==> src/rtl/clk_phase_gen_if.sv <==
// -----------------------------------------------------------------------------
// clk_phase_gen_if
// Groups the phase outputs, lock status and the dynamic phase-step handshake
// of clk_phase_gen into one bundle.
//   clk_out   [PHASES-1:0]     : phase outputs (driven by the generator)
//   locked                     : outputs valid and running
//   ps_en                      : phase-step request pulse (driven by the user)
//   ps_incdec                  : 1 = delay all phases, 0 = advance all phases
//   ps_done                    : one-cycle pulse when a step has been applied
//   ps_busy                    : a step is pending
//   ps_offset [$clog2(DIV)-1:0]: current phase offset
// Modports: master = generator side, slave = consumer side.
// -----------------------------------------------------------------------------
interface clk_phase_gen_if #(
   parameter int DIV    = 8,
   parameter int PHASES = 4
);
   logic [PHASES-1:0]      clk_out;
   logic                   locked;
   logic                   ps_en;
   logic                   ps_incdec;
   logic                   ps_done;
   logic                   ps_busy;
   logic [$clog2(DIV)-1:0] ps_offset;

   modport master (
      output clk_out, locked, ps_done, ps_busy, ps_offset,
      input  ps_en, ps_incdec
   );

   modport slave (
      input  clk_out, locked, ps_done, ps_busy, ps_offset,
      output ps_en, ps_incdec
   );
endinterface

==> src/rtl/clk_phase_gen.sv <==
// -----------------------------------------------------------------------------
// clk_phase_gen
// Fully synchronous multi-phase clock generator. Divides clk_in by DIV and
// produces PHASES equally spaced 50 % duty outputs after a lock/settle period,
// with an optional DCM-style dynamic phase-step handshake.
// Ports:
//   clk_in : reference clock (only clock)
//   rst    : asynchronous, active-high reset
//   bus    : clk_phase_gen_if.master (clk_out, locked, ps_* handshake)
// Build option:
//   CLK_PHASE_GEN_PHASE_STEP_EN defined   -> dynamic phase step built
//   CLK_PHASE_GEN_PHASE_STEP_EN undefined -> ps_en/ps_incdec ignored,
//                                            ps_done/ps_busy/ps_offset tied 0
// -----------------------------------------------------------------------------
module clk_phase_gen #(
   parameter int DIV         = 8,
   parameter int PHASES      = 4,
   parameter int LOCK_CYCLES = 16
) (
   input logic             clk_in,
   input logic             rst,
   clk_phase_gen_if.master bus
);
   localparam int              CW       = $clog2(DIV);
   localparam int              SPACING  = DIV / PHASES;
   localparam int              LW       = (LOCK_CYCLES > 1) ? $clog2(LOCK_CYCLES) : 1;
   localparam logic [CW-1:0]   CNT_MAX  = CW'(DIV - 1);
   localparam logic [CW-1:0]   HALF     = CW'(DIV / 2);
   localparam logic [LW-1:0]   LOCK_MAX = LW'(LOCK_CYCLES - 1);
   localparam logic [CW:0]     DIV_W    = (CW + 1)'(DIV);

   typedef enum logic {ST_WAIT = 1'b0, ST_RUN = 1'b1} state_t;

   state_t            r_state, w_state_next;
   logic [LW-1:0]     r_lock_cnt, w_lock_cnt_next;
   logic [CW-1:0]     r_cnt, w_cnt_next;
   logic [PHASES-1:0] r_clk_out, w_clk_out_next;
   logic              w_wrap;
   logic [CW-1:0]     w_offset;

   // (a - b) mod DIV for operands already in 0..DIV-1. Biasing by DIV keeps
   // the extended result positive, so one conditional subtract reduces it
   // even when DIV is not a power of two.
   function automatic logic [CW-1:0] mod_sub(input logic [CW-1:0] a, input logic [CW-1:0] b);
      logic [CW:0] diff;
      diff = {1'b0, a} + DIV_W - {1'b0, b};
      if (diff >= DIV_W) diff = diff - DIV_W;
      return diff[CW-1:0];
   endfunction

   assign w_wrap = (r_state == ST_RUN) && (r_cnt == CNT_MAX);

   // Lock/settle FSM and divide counter
   always_comb begin
      w_state_next    = r_state;
      w_lock_cnt_next = r_lock_cnt;
      w_cnt_next      = '0;
      case (r_state)
         ST_WAIT: begin
            if (r_lock_cnt == LOCK_MAX) begin
               w_state_next = ST_RUN;
            end else begin
               w_lock_cnt_next = r_lock_cnt + 1'b1;
            end
         end
         ST_RUN: begin
            w_cnt_next = w_wrap ? '0 : r_cnt + 1'b1;
         end
         default: w_state_next = ST_WAIT;
      endcase
   end

   // Phase k is high for the half period starting k*SPACING+offset after cnt=0
   genvar gi;
   generate
      for (gi = 0; gi < PHASES; gi++) begin : g_phase
         localparam logic [CW-1:0] LAG = CW'(gi * SPACING);
         assign w_clk_out_next[gi] = (r_state == ST_RUN) &&
                                     (mod_sub(mod_sub(r_cnt, LAG), w_offset) < HALF);
      end
   endgenerate

   always_ff @(posedge clk_in or posedge rst) begin
      if (rst) begin
         r_state    <= ST_WAIT;
         r_lock_cnt <= '0;
         r_cnt      <= '0;
         r_clk_out  <= '0;
      end else begin
         r_state    <= w_state_next;
         r_lock_cnt <= w_lock_cnt_next;
         r_cnt      <= w_cnt_next;
         r_clk_out  <= w_clk_out_next;
      end
   end

   assign bus.clk_out = r_clk_out;
   assign bus.locked  = (r_state == ST_RUN);

`ifdef CLK_PHASE_GEN_PHASE_STEP_EN
   logic          r_busy;
   logic          r_dir;
   logic          r_done;
   logic [CW-1:0] r_offset;
   logic          w_accept;

   assign w_accept = bus.ps_en && (r_state == ST_RUN) && !r_busy;

   // A step accepted on a wrap cycle sees r_busy only from the next cycle, so
   // it is applied at the following wrap; moving the offset only at a wrap
   // keeps every pulse at least DIV/2-1 cycles long.
   always_ff @(posedge clk_in or posedge rst) begin
      if (rst) begin
         r_busy   <= 1'b0;
         r_dir    <= 1'b0;
         r_done   <= 1'b0;
         r_offset <= '0;
      end else begin
         r_done <= 1'b0;
         if (w_accept) begin
            r_busy <= 1'b1;
            r_dir  <= bus.ps_incdec;
         end else if (r_busy && w_wrap) begin
            r_busy <= 1'b0;
            r_done <= 1'b1;
            if (r_dir) begin
               r_offset <= (r_offset == CNT_MAX) ? '0 : r_offset + 1'b1;
            end else begin
               r_offset <= (r_offset == '0) ? CNT_MAX : r_offset - 1'b1;
            end
         end
      end
   end

   assign w_offset      = r_offset;
   assign bus.ps_done   = r_done;
   assign bus.ps_busy   = r_busy;
   assign bus.ps_offset = r_offset;
`else
   logic w_unused_ps;

   assign w_unused_ps   = bus.ps_en ^ bus.ps_incdec;
   assign w_offset      = '0;
   assign bus.ps_done   = 1'b0;
   assign bus.ps_busy   = 1'b0;
   assign bus.ps_offset = '0;
`endif

endmodule
==> src/flat_wrapper.sv <==
// flat-port wrapper written by rule: the top's interface ports become plain ports
module clk_phase_gen_flat 
#(
   parameter int DIV         = 8,
   parameter int PHASES      = 4,
   parameter int LOCK_CYCLES = 16
)
  (clk_in, rst, bus_clk_out, bus_locked, bus_ps_done, bus_ps_busy, bus_ps_offset, bus_ps_en, bus_ps_incdec);
  clk_phase_gen_if #(.DIV(DIV), .PHASES(PHASES)) bus_i ();
  input logic clk_in;
  input logic rst;
  output wire logic [$bits(bus_i.clk_out)-1:0] bus_clk_out;
  output wire logic [$bits(bus_i.locked)-1:0] bus_locked;
  output wire logic [$bits(bus_i.ps_done)-1:0] bus_ps_done;
  output wire logic [$bits(bus_i.ps_busy)-1:0] bus_ps_busy;
  output wire logic [$bits(bus_i.ps_offset)-1:0] bus_ps_offset;
  input wire logic [$bits(bus_i.ps_en)-1:0] bus_ps_en;
  input wire logic [$bits(bus_i.ps_incdec)-1:0] bus_ps_incdec;
  assign bus_clk_out = bus_i.clk_out;
  assign bus_locked = bus_i.locked;
  assign bus_ps_done = bus_i.ps_done;
  assign bus_ps_busy = bus_i.ps_busy;
  assign bus_ps_offset = bus_i.ps_offset;
  assign bus_i.ps_en = bus_ps_en;
  assign bus_i.ps_incdec = bus_ps_incdec;
  clk_phase_gen #(.DIV(DIV), .PHASES(PHASES), .LOCK_CYCLES(LOCK_CYCLES)) u_core (.clk_in(clk_in), .rst(rst), .bus(bus_i));
endmodule
==> config.mk <==
export PLATFORM = sky130hd
export DESIGN_NAME = clk_phase_gen_flat
export DESIGN_NICKNAME = d
export VERILOG_FILES = /design/src/rtl/clk_phase_gen_if.sv /design/src/rtl/clk_phase_gen.sv /design/src/flat_wrapper.sv
export SDC_FILE = /design/constraint.sdc
export NUM_CORES = 1
export LEC_CHECK = 0
export ABC_AREA = 1
export CAP_MARGIN = 20
export CORE_MARGIN = 4
export CORE_UTILIZATION = 40
export CTS_CLUSTER_DIAMETER = 80
export DETAILED_ROUTE_END_ITERATION = 12
export GPL_ROUTABILITY_DRIVEN = 0
export PLACE_DENSITY = 0.78
export REMOVE_ABC_BUFFERS = 1
export SLEW_MARGIN = 20
export SYNTH_ARGS = -nofsm -noshare
export SYNTH_HDL_FRONTEND = slang
export SYNTH_SLANG_ARGS = --single-unit
export TNS_END_PERCENT = 30
==> constraint.sdc <==
create_clock -name clk_in -period 1.9 [get_ports clk_in]
set_input_delay 0.19 -clock clk_in [delete_from_list [all_inputs] [get_ports clk_in]]
set_output_delay 0.19 -clock clk_in [all_outputs]
set_load 0.02 [all_outputs]
Word-level counts from Yosys, hierarchy flattened
Cells that the tools add are included.

storage, ports and cells
  bits of input ports = 4
  logic and storage cells = 56
  bits in registers = 12

operators by class
  multiplexer cells = 12
  equal/unequal tests = 2
  reductions and logical operators = 6
  bitwise logic cells = 2
  add/sub/neg operators = 18
  order comparisons = 12

operators by type and width
  cell                                                                number
  4-bit greater-or-equal comparator, second input constant            8
  3-bit 2-to-1 mux                                                    10
  3-bit by 1-bit subtractor with 3-bit output, second input constant  8
  3-bit by 4-bit adder with 4-bit output, second input constant       5
  3-bit less-than comparator, second input constant                   4
  4-bit by 3-bit subtractor with 4-bit output, second input constant  2
  1-bit logical AND                                                   5
  4-bit by 1-bit adder with 4-bit output, second input constant       1
  4-bit equality test, second input constant                          1
  4-bit by 2-bit subtractor with 4-bit output, second input constant  1
  3-bit by 1-bit adder with 3-bit output, second input constant       1
  3-bit equality test, second input constant                          1
  1-bit 2-to-1 mux                                                    2
  1-bit inverter                                                      2
  2-bit AND reduction                                                 1

Longest topological paths before layout
Gate-level depths: netlist of run 1.

  word-level depth = 9
  mapped depth = 6

Least setup slack after synthesis of run 1
OpenSTA, ideal clock, no wires.

  path kind = reg-to-reg
  start point = register u_core.r_cnt[0]
  end point = register u_core.r_cnt[2]
  setup slack = 851 ps
  data required time = 1,773 ps
  library setup time = 127 ps
  stages on the path, launching flop included = 4
  data arrival time = 922 ps
  clock period less this slack = 1,049 ps
  cell sequence = dfrtp_1 ha_1 ha_1 nor3b_1

between the ends
  longest elaborated chain between the ends = 4
  elaborated cells between the ends (all ways) = 5

RTL lines
  item                                                                            RTL line             RTL
  from (decl)                                                                     clk_phase_gen.sv:36  logic [CW-1:0] r_cnt, w_cnt_next;
  from (signal assigned)                                                          clk_phase_gen.sv:92  r_cnt <= w_cnt_next;
  branches (longest 2 deep; another with 3-bit by 1-bit adder with 3-bit output)  n/a
  3-bit 2-to-1 mux *                                                              clk_phase_gen.sv:67  w_cnt_next = w_wrap ? '0 : r_cnt + 1'b1;
  3-bit 2-to-1 mux *                                                              clk_phase_gen.sv:58  case (r_state)
  net u_core.w_cnt_next[2]                                                        clk_phase_gen.sv:36

Mark *: on every way through the listed nets, which the timed path passes.
A chain may end at the register's enable or synchronous reset.

Final worst setup path of run 1
  start point = register u_core.r_state, in the netlist u_core.bus.locked
  end point = output port bus_locked

RTL lines
  item                    RTL line             RTL
  from (decl)             clk_phase_gen.sv:34  state_t r_state, w_state_next;
  from (signal assigned)  clk_phase_gen.sv:90  r_state <= w_state_next;
  to (decl)               flat_wrapper.sv:13   output wire logic [$bits(bus_i.locked)-1:0] bus_locked;

No word-level cell between the ends.

==> results.cfg, run 1 <==
[power_and_ir_drop]
pwr_density_cell_nw_per_um2 = 685
max-vdd-ir-drop_uv = 522
leakage_nw = 0.359

[sta]
final-setup-viol-count = 0
timing.final.crit_share_pct = 77.6
final.min_clock_period_ns = 1.47
rsz0062_at_grt = no
finalMaxSlewViolations = 0
timing.final.ws_setup_ns = 0.425
totalNegativeSetupSlack_ns = 0
final_count_of_hold_timing_violations = 0
fmaxAchievable_ghz = 0.678
worst_clock_skew_ns = 0.00499

[layout]
antenna_cells = 0
design.final.nets = 69
layout.cell_area.non_filler_sq_um = 609
syn_to_final_growth_pct = 14.6
mostFrequentLayoutCells = sky130_fd_sc_hd__dfrtp_1, sky130_fd_sc_hd__nand2_1, sky130_fd_sc_hd__clkdlybuf4s50_1, sky130_fd_sc_hd__inv_1, sky130_fd_sc_hd__conb_1
mostFrequentLayoutCell = sky130_fd_sc_hd__dfrtp_1
post_route_cells_drive_above_1_share_pct = 10.0

[logic_synthesis]
ys_types = 18
post_synth_inst_count = 52
ys.warnings.count = 0
synth-seq-cells = 12
netlist_area_sq_um = 532
avgSynthCellArea_sq_um = 10.2
synth.yosys.seq_area_share_pct = 56.5

[cts]
clock_latency_ns = 0.27
h-tree-depth = 1
tritoncts = yes
post_cts.resized_instances = 0
clock_path_buffers = 2
clock-root-buffer = sky130_fd_sc_hd__clkbuf_4
post_cts_setup_driven_buffer_insertion_count = 0
tritoncts.num_buffers = 3
number_of_hold_buffers_added_after_cts = 0
clk_transition_reported_paths_ns = 0.07
clock_sink_count = 12

[setup_path]
worstSetupEndpointType = primary output
crit_family = buffers and inverters
max_incr_delay_on_cp_ns = 0.62
worst-path-max-fanout = 5
worstSetupStartpointType = flop
crit_path_cell_trace = clkdlybuf4s50_1
cp_data_arrival_time_ns = 1.28
critPathSlowestCell = sky130_fd_sc_hd__clkdlybuf4s50_1
timing_worst_setup_path_type = reg2out
cp.buffers_inverters = 1
required_ns = 1.71

[global_route]
grt_pass1_vias = 293
antenna_found_initial = 0
grt_pass1_wl_um = 1280
met1_layer_usage_reported_by_global_route_pct = 10.3
grt.met2_usage_pct = 14.6
grt_max_degree = 13
globalRouteOverflowTotal = 0
globalRouteMet3Util_pct = 4.88
gr-max-usage-layer = met2
grt_use_total_pct = 9.97

[drt]
route.detailed.vias_per_inst = 4.55
average_wire_length_per_cell_after_detail_routing_um = 9.95
detailroute.via_count = 337
routed_wire_length_um = 736
drtAntennaViolNets = 0
dr.first_iter.drc_count = 4
drt-pass1-iter-count = 2
drc = 0

[place]
place_area_sq_um = 587
placement.io_buffers = 6
pre_cts_ws_ns = 0.707
post-dp-hpwl_um = 574

[flow_run]
max-cap-violations = 0

[floorplanning]
die_width_um = 44.5
placement_rows = 12
initial_core_util_pct = 45.4
die_y_um = 44.5
placeable_area_sq_um = 1170
die-area_sq_um = 1980
number_of_top_level_pins = 14

[run_status]
run_status = finished, final reports clean

[hold_path]
holdCritPathClass = in2async
layer usage:
metal | part of all wire, % | up-vias
met5 | 0 | -
met4 | 3.8 | 0
met3 | 9.5 | 4
met2 | 44 | 14
met1 | 42 | 149
li1 | - | 170
flip-flops by register name, summed over array words and instances (netlist names):
signal              flops
u_core.r_lock_cnt       4
u_core.bus.clk_out      4
u_core.r_cnt            3
u_core.bus.locked       1
worst paths after layout:
check,end,cells after the start,slack (ns),from
max in group asynchronous,u_core.r_lock_cnt[3],2,1.38,rst
worst max-delay path,bus_locked,1,0.43,u_core.bus.locked
min in group clk_in,u_core.r_cnt[0],1,0.45,u_core.r_cnt[0]
worst min-delay path,u_core.bus.clk_out[0],2,0.22,rst
worst min register to register,u_core.r_cnt[0],1,0.45,u_core.r_cnt[0]
worst max register to register,u_core.r_cnt[2],3,0.79,u_core.r_cnt[0]
metrics by stage:
stage	cells	hold slack [ns]	util (%)	power [W]
after floorplan	51	0.0547	-	0.000273
after global routing	74	0.261	52.0	0.000442
final	74	0.218	52.0	0.000418
after detailed placement	71	0.444	50.1	0.000276
after global placement	71	0.431	50.1	0.000276
after CTS	74	0.222	52.0	0.000426
power by group:
| group | total, W | switching, W | internal [W] |
|---|---|---|---|
| clock | 0.000147 | 0.0000734 | 0.0000732 |
| sequential | 0.000255 | 0 | 0.000255 |
| combinational | 0.0000156 | 0.0000136 | 0.00000191 |
| total | 0.000418 | 0.0000871 | 0.000331 |
cell type report:
cell class	count	area, sq um
Fill cell	113	562
Inverter	6	22.5
Multi-Input combinational cell	33	186
Clock buffer	3	22.5
Timing Repair Buffer	6	60.1
Tap cell	14	17.5
Sequential cell	12	300
cells in the mapped netlist:
cell / instances / area, sq um
sky130_fd_sc_hd__nand2_4: 1 / 11.3
sky130_fd_sc_hd__xor2_1: 1 / 8.76
sky130_fd_sc_hd__nand3_1: 1 / 5.00
sky130_fd_sc_hd__xnor2_1: 1 / 8.76
sky130_fd_sc_hd__nand3_2: 1 / 10.0
sky130_fd_sc_hd__nand2_1: 11 / 41.3
sky130_fd_sc_hd__nand4_1: 1 / 6.26
sky130_fd_sc_hd__inv_2: 1 / 3.75
sky130_fd_sc_hd__ha_1: 3 / 37.5
sky130_fd_sc_hd__and2_1: 1 / 6.26
sky130_fd_sc_hd__inv_1: 5 / 18.8
sky130_fd_sc_hd__nor2_1: 4 / 15.0
sky130_fd_sc_hd__buf_4: 5 / 37.5
sky130_fd_sc_hd__nor3_1: 1 / 5.00
sky130_fd_sc_hd__dfrtp_1: 12 / 300
sky130_fd_sc_hd__a21oi_1: 1 / 5.00
sky130_fd_sc_hd__conb_1: 1 / 3.75
sky130_fd_sc_hd__nor3b_1: 1 / 7.51
cell families (layout without fill, tap and decap cells):
logic type      count (synthesis)  after routing  synth area share (%)
flops                          12             12                  56.5
buf+inv                        11             15                  11.3
other cells                     1              5                 0.705
simple gates                   22             22                  20.2
fa+ha+maj                       3              3                  7.06
compound gates                  1              1                 0.940
xor+xnor                        2              2                  3.29
Note: power is estimated with default switching activity, not from simulation.
==> inputs of run 2 (changes only) <==
==> constraint.sdc (replaced) <==
create_clock -name clk_in -period 1.5 [get_ports clk_in]
set_input_delay 0.15 -clock clk_in [delete_from_list [all_inputs] [get_ports clk_in]]
set_output_delay 0.15 -clock clk_in [all_outputs]
set_load 0.02 [all_outputs]
==> run 2 against run 1 <==
Against the previous run:
- clock-buffer cell count rose by 1
- final cell count grew 1.4%
- setup slack worse by 0.26 ns
- global-route usage grew 0.084 points
- first-iteration DRC count shrank 50%
- combinational power up 26%
- clock power rose by 68%
- clock skew about the same
- sequential cell count did not move
- hold slack lost 0.039 ns
- register-to-register slack got worse by 0.38 ns
- cell area up 2.7%
- critical path type unchanged
==> results.cfg, run 2 (same netlist as run 1, synthesis figures left out) <==
[setup_path]
timing_worst_setup_path_type = reg2out
path_depth = 1
crit_path_cell_trace = clkdlybuf4s50_1
worstSetupEndpointType = primary output
cp.buffers_inverters = 1
max_incr_delay_on_cp_ns = 0.59
worst-path-max-fanout = 1
worstSetupStartpointType = flop
critPathSlowestCell = sky130_fd_sc_hd__clkdlybuf4s50_1
required_ns = 1.35
cp_data_arrival_time_ns = 1.19
rr_worst_depth = 6
crit_family = buffers and inverters

[power_and_ir_drop]
power.switching_fraction_pct = 19.8
power.combinational.fraction_pct = 3.3
seq_power_share_pct = 54.8
max-vdd-ir-drop_uv = 888
total_power_after_layout_w = 0.000590
power.share.clock_pct = 41.8
pwr_density_cell_nw_per_um2 = 943
power.switching_w = 0.000117
cell_int_power_w = 0.000473
leakage_nw = 0.365

[drt]
average_wire_length_per_cell_after_detail_routing_um = 10.5
route.detailed.vias_per_inst = 4.45
detailroute.via_count = 334
drtAntennaViolNets = 0
dr.first_iter.drc_count = 2
routed_wire_length_um = 791
drt-pass1-iter-count = 2
drc = 0

[place]
post-dp-hpwl_um = 616
placement.io_buffers = 6

[run_status]
run_status = finished, final reports clean

[floorplanning]
die-area_sq_um = 1980
initial_core_util_pct = 45.4
die_width_um = 44.5
die_y_um = 44.5
number_of_top_level_pins = 14
placement_rows = 12
placeable_area_sq_um = 1170

[cts]
tritoncts.num_buffers = 3
clock_sink_count = 12
clk_transition_reported_paths_ns = 0.07
clock_path_buffers = 2
tritoncts = yes
number_of_hold_buffers_added_after_cts = 0
h-tree-depth = 1
clock-root-buffer = sky130_fd_sc_hd__clkbuf_4
clock_latency_ns = 0.27

[sta]
totalNegativeSetupSlack_ns = 0
rsz0062_at_grt = no
worst_clock_skew_ns = 0.00543
finalMaxSlewViolations = 0
final_count_of_hold_timing_violations = 0
final.min_clock_period_ns = 1.34
fmaxAchievable_ghz = 0.747
final-setup-viol-count = 0
timing.final.crit_share_pct = 89.3

[layout]
mostFrequentLayoutCells = sky130_fd_sc_hd__dfrtp_1, sky130_fd_sc_hd__nand2_1, sky130_fd_sc_hd__inv_1, sky130_fd_sc_hd__conb_1, sky130_fd_sc_hd__clkdlybuf4s50_1
antenna_cells = 0
mostFrequentLayoutCell = sky130_fd_sc_hd__dfrtp_1
post_route_cells_drive_above_1_share_pct = 11.5
design.final.nets = 69
syn_to_final_growth_pct = 17.6

[global_route]
grt_max_degree = 13
grt_pass1_vias = 318
globalRouteOverflowTotal = 0
grt_pass1_wl_um = 1390
antenna_found_initial = 0
grt_use_total_pct = 10.1

[hold_path]
holdCritPathClass = in2async

[flow_run]
max-cap-violations = 0
==> run 2: changes by cell type in the layout (fill, tap and decap cells not counted), sizes merged <==
cell | previous run | this run
dlymetal6s2s | 0 | 1
clkdlybuf4s50 | 6 | 5
clkbuf | 3 | 4
==> run 2: stage by stage <==
step	cells	hold slack, ns	worst slack, ns	instance area, sq um	utilization, %
floorplan	51	0.0147	0.451	509	-
global placement	71	0.432	0.341	587	50.1
detailed placement	71	0.436	0.316	587	50.1
CTS	75	0.186	0.0212	623	53.2
global route	75	0.197	0.102	626	53.4
finish	75	0.179	0.160	626	53.4
==> run 2: layout make-up <==
type / count / area, sq um
multi-input cells: 33 / 186
fillers: 107 / 546
repair buffers: 6 / 62.6
well taps: 14 / 17.5
clock buffers: 4 / 36.3
inverters: 6 / 22.5
flip-flops and latches: 12 / 300
==> run 2: power by group through the flow <==
stage / clock [W] / combinational (W) / sequential, W
3_3_place_gp: 0 / 0.0000197 / 0.000330
5_1_grt: 0.000285 / 0.0000221 / 0.000323
4_1_cts: 0.000257 / 0.0000199 / 0.000323
3_5_place_dp: 0 / 0.0000198 / 0.000330
2_1_floorplan: 0 / 0.0000157 / 0.000330
6_report: 0.000247 / 0.0000197 / 0.000323
==> run 2: final timing paths <==
kind	start	to	slack, ns
max in group asynchronous	rst	u_core.r_lock_cnt[1]	1.02
setup reg to reg	u_core.r_lock_cnt[0]	u_core.r_lock_cnt[1]	0.41
hold reg to reg	u_core.r_cnt[0]	u_core.r_cnt[0]	0.44
hold / removal	rst	u_core.r_lock_cnt[2]	0.18
setup / recovery	u_core.bus.clk_out[3]	bus_clk_out[3]	0.16
min in group clk_in	u_core.r_cnt[0]	u_core.r_cnt[0]	0.44
==> run 2: what timing repair did <==
action / in CTS / in global routing
setup buffers: 0 / 0
setup endpoints to repair: 0 / 1
resized for setup: 0 / 1
==> run 2: per-layer routing <==
| metal | vias to the layer above | wire length [um] | GRT usage [%] |
|---|---|---|---|
| li1 | 171 | - | - |
| met1 | 147 | 337 | 12.3 |
| met2 | 16 | 353 | 14.3 |
| met3 | 0 | 100 | 7.32 |
| met4 | 0 | 0 | 1.81 |
| met5 | - | 0 | 0 |
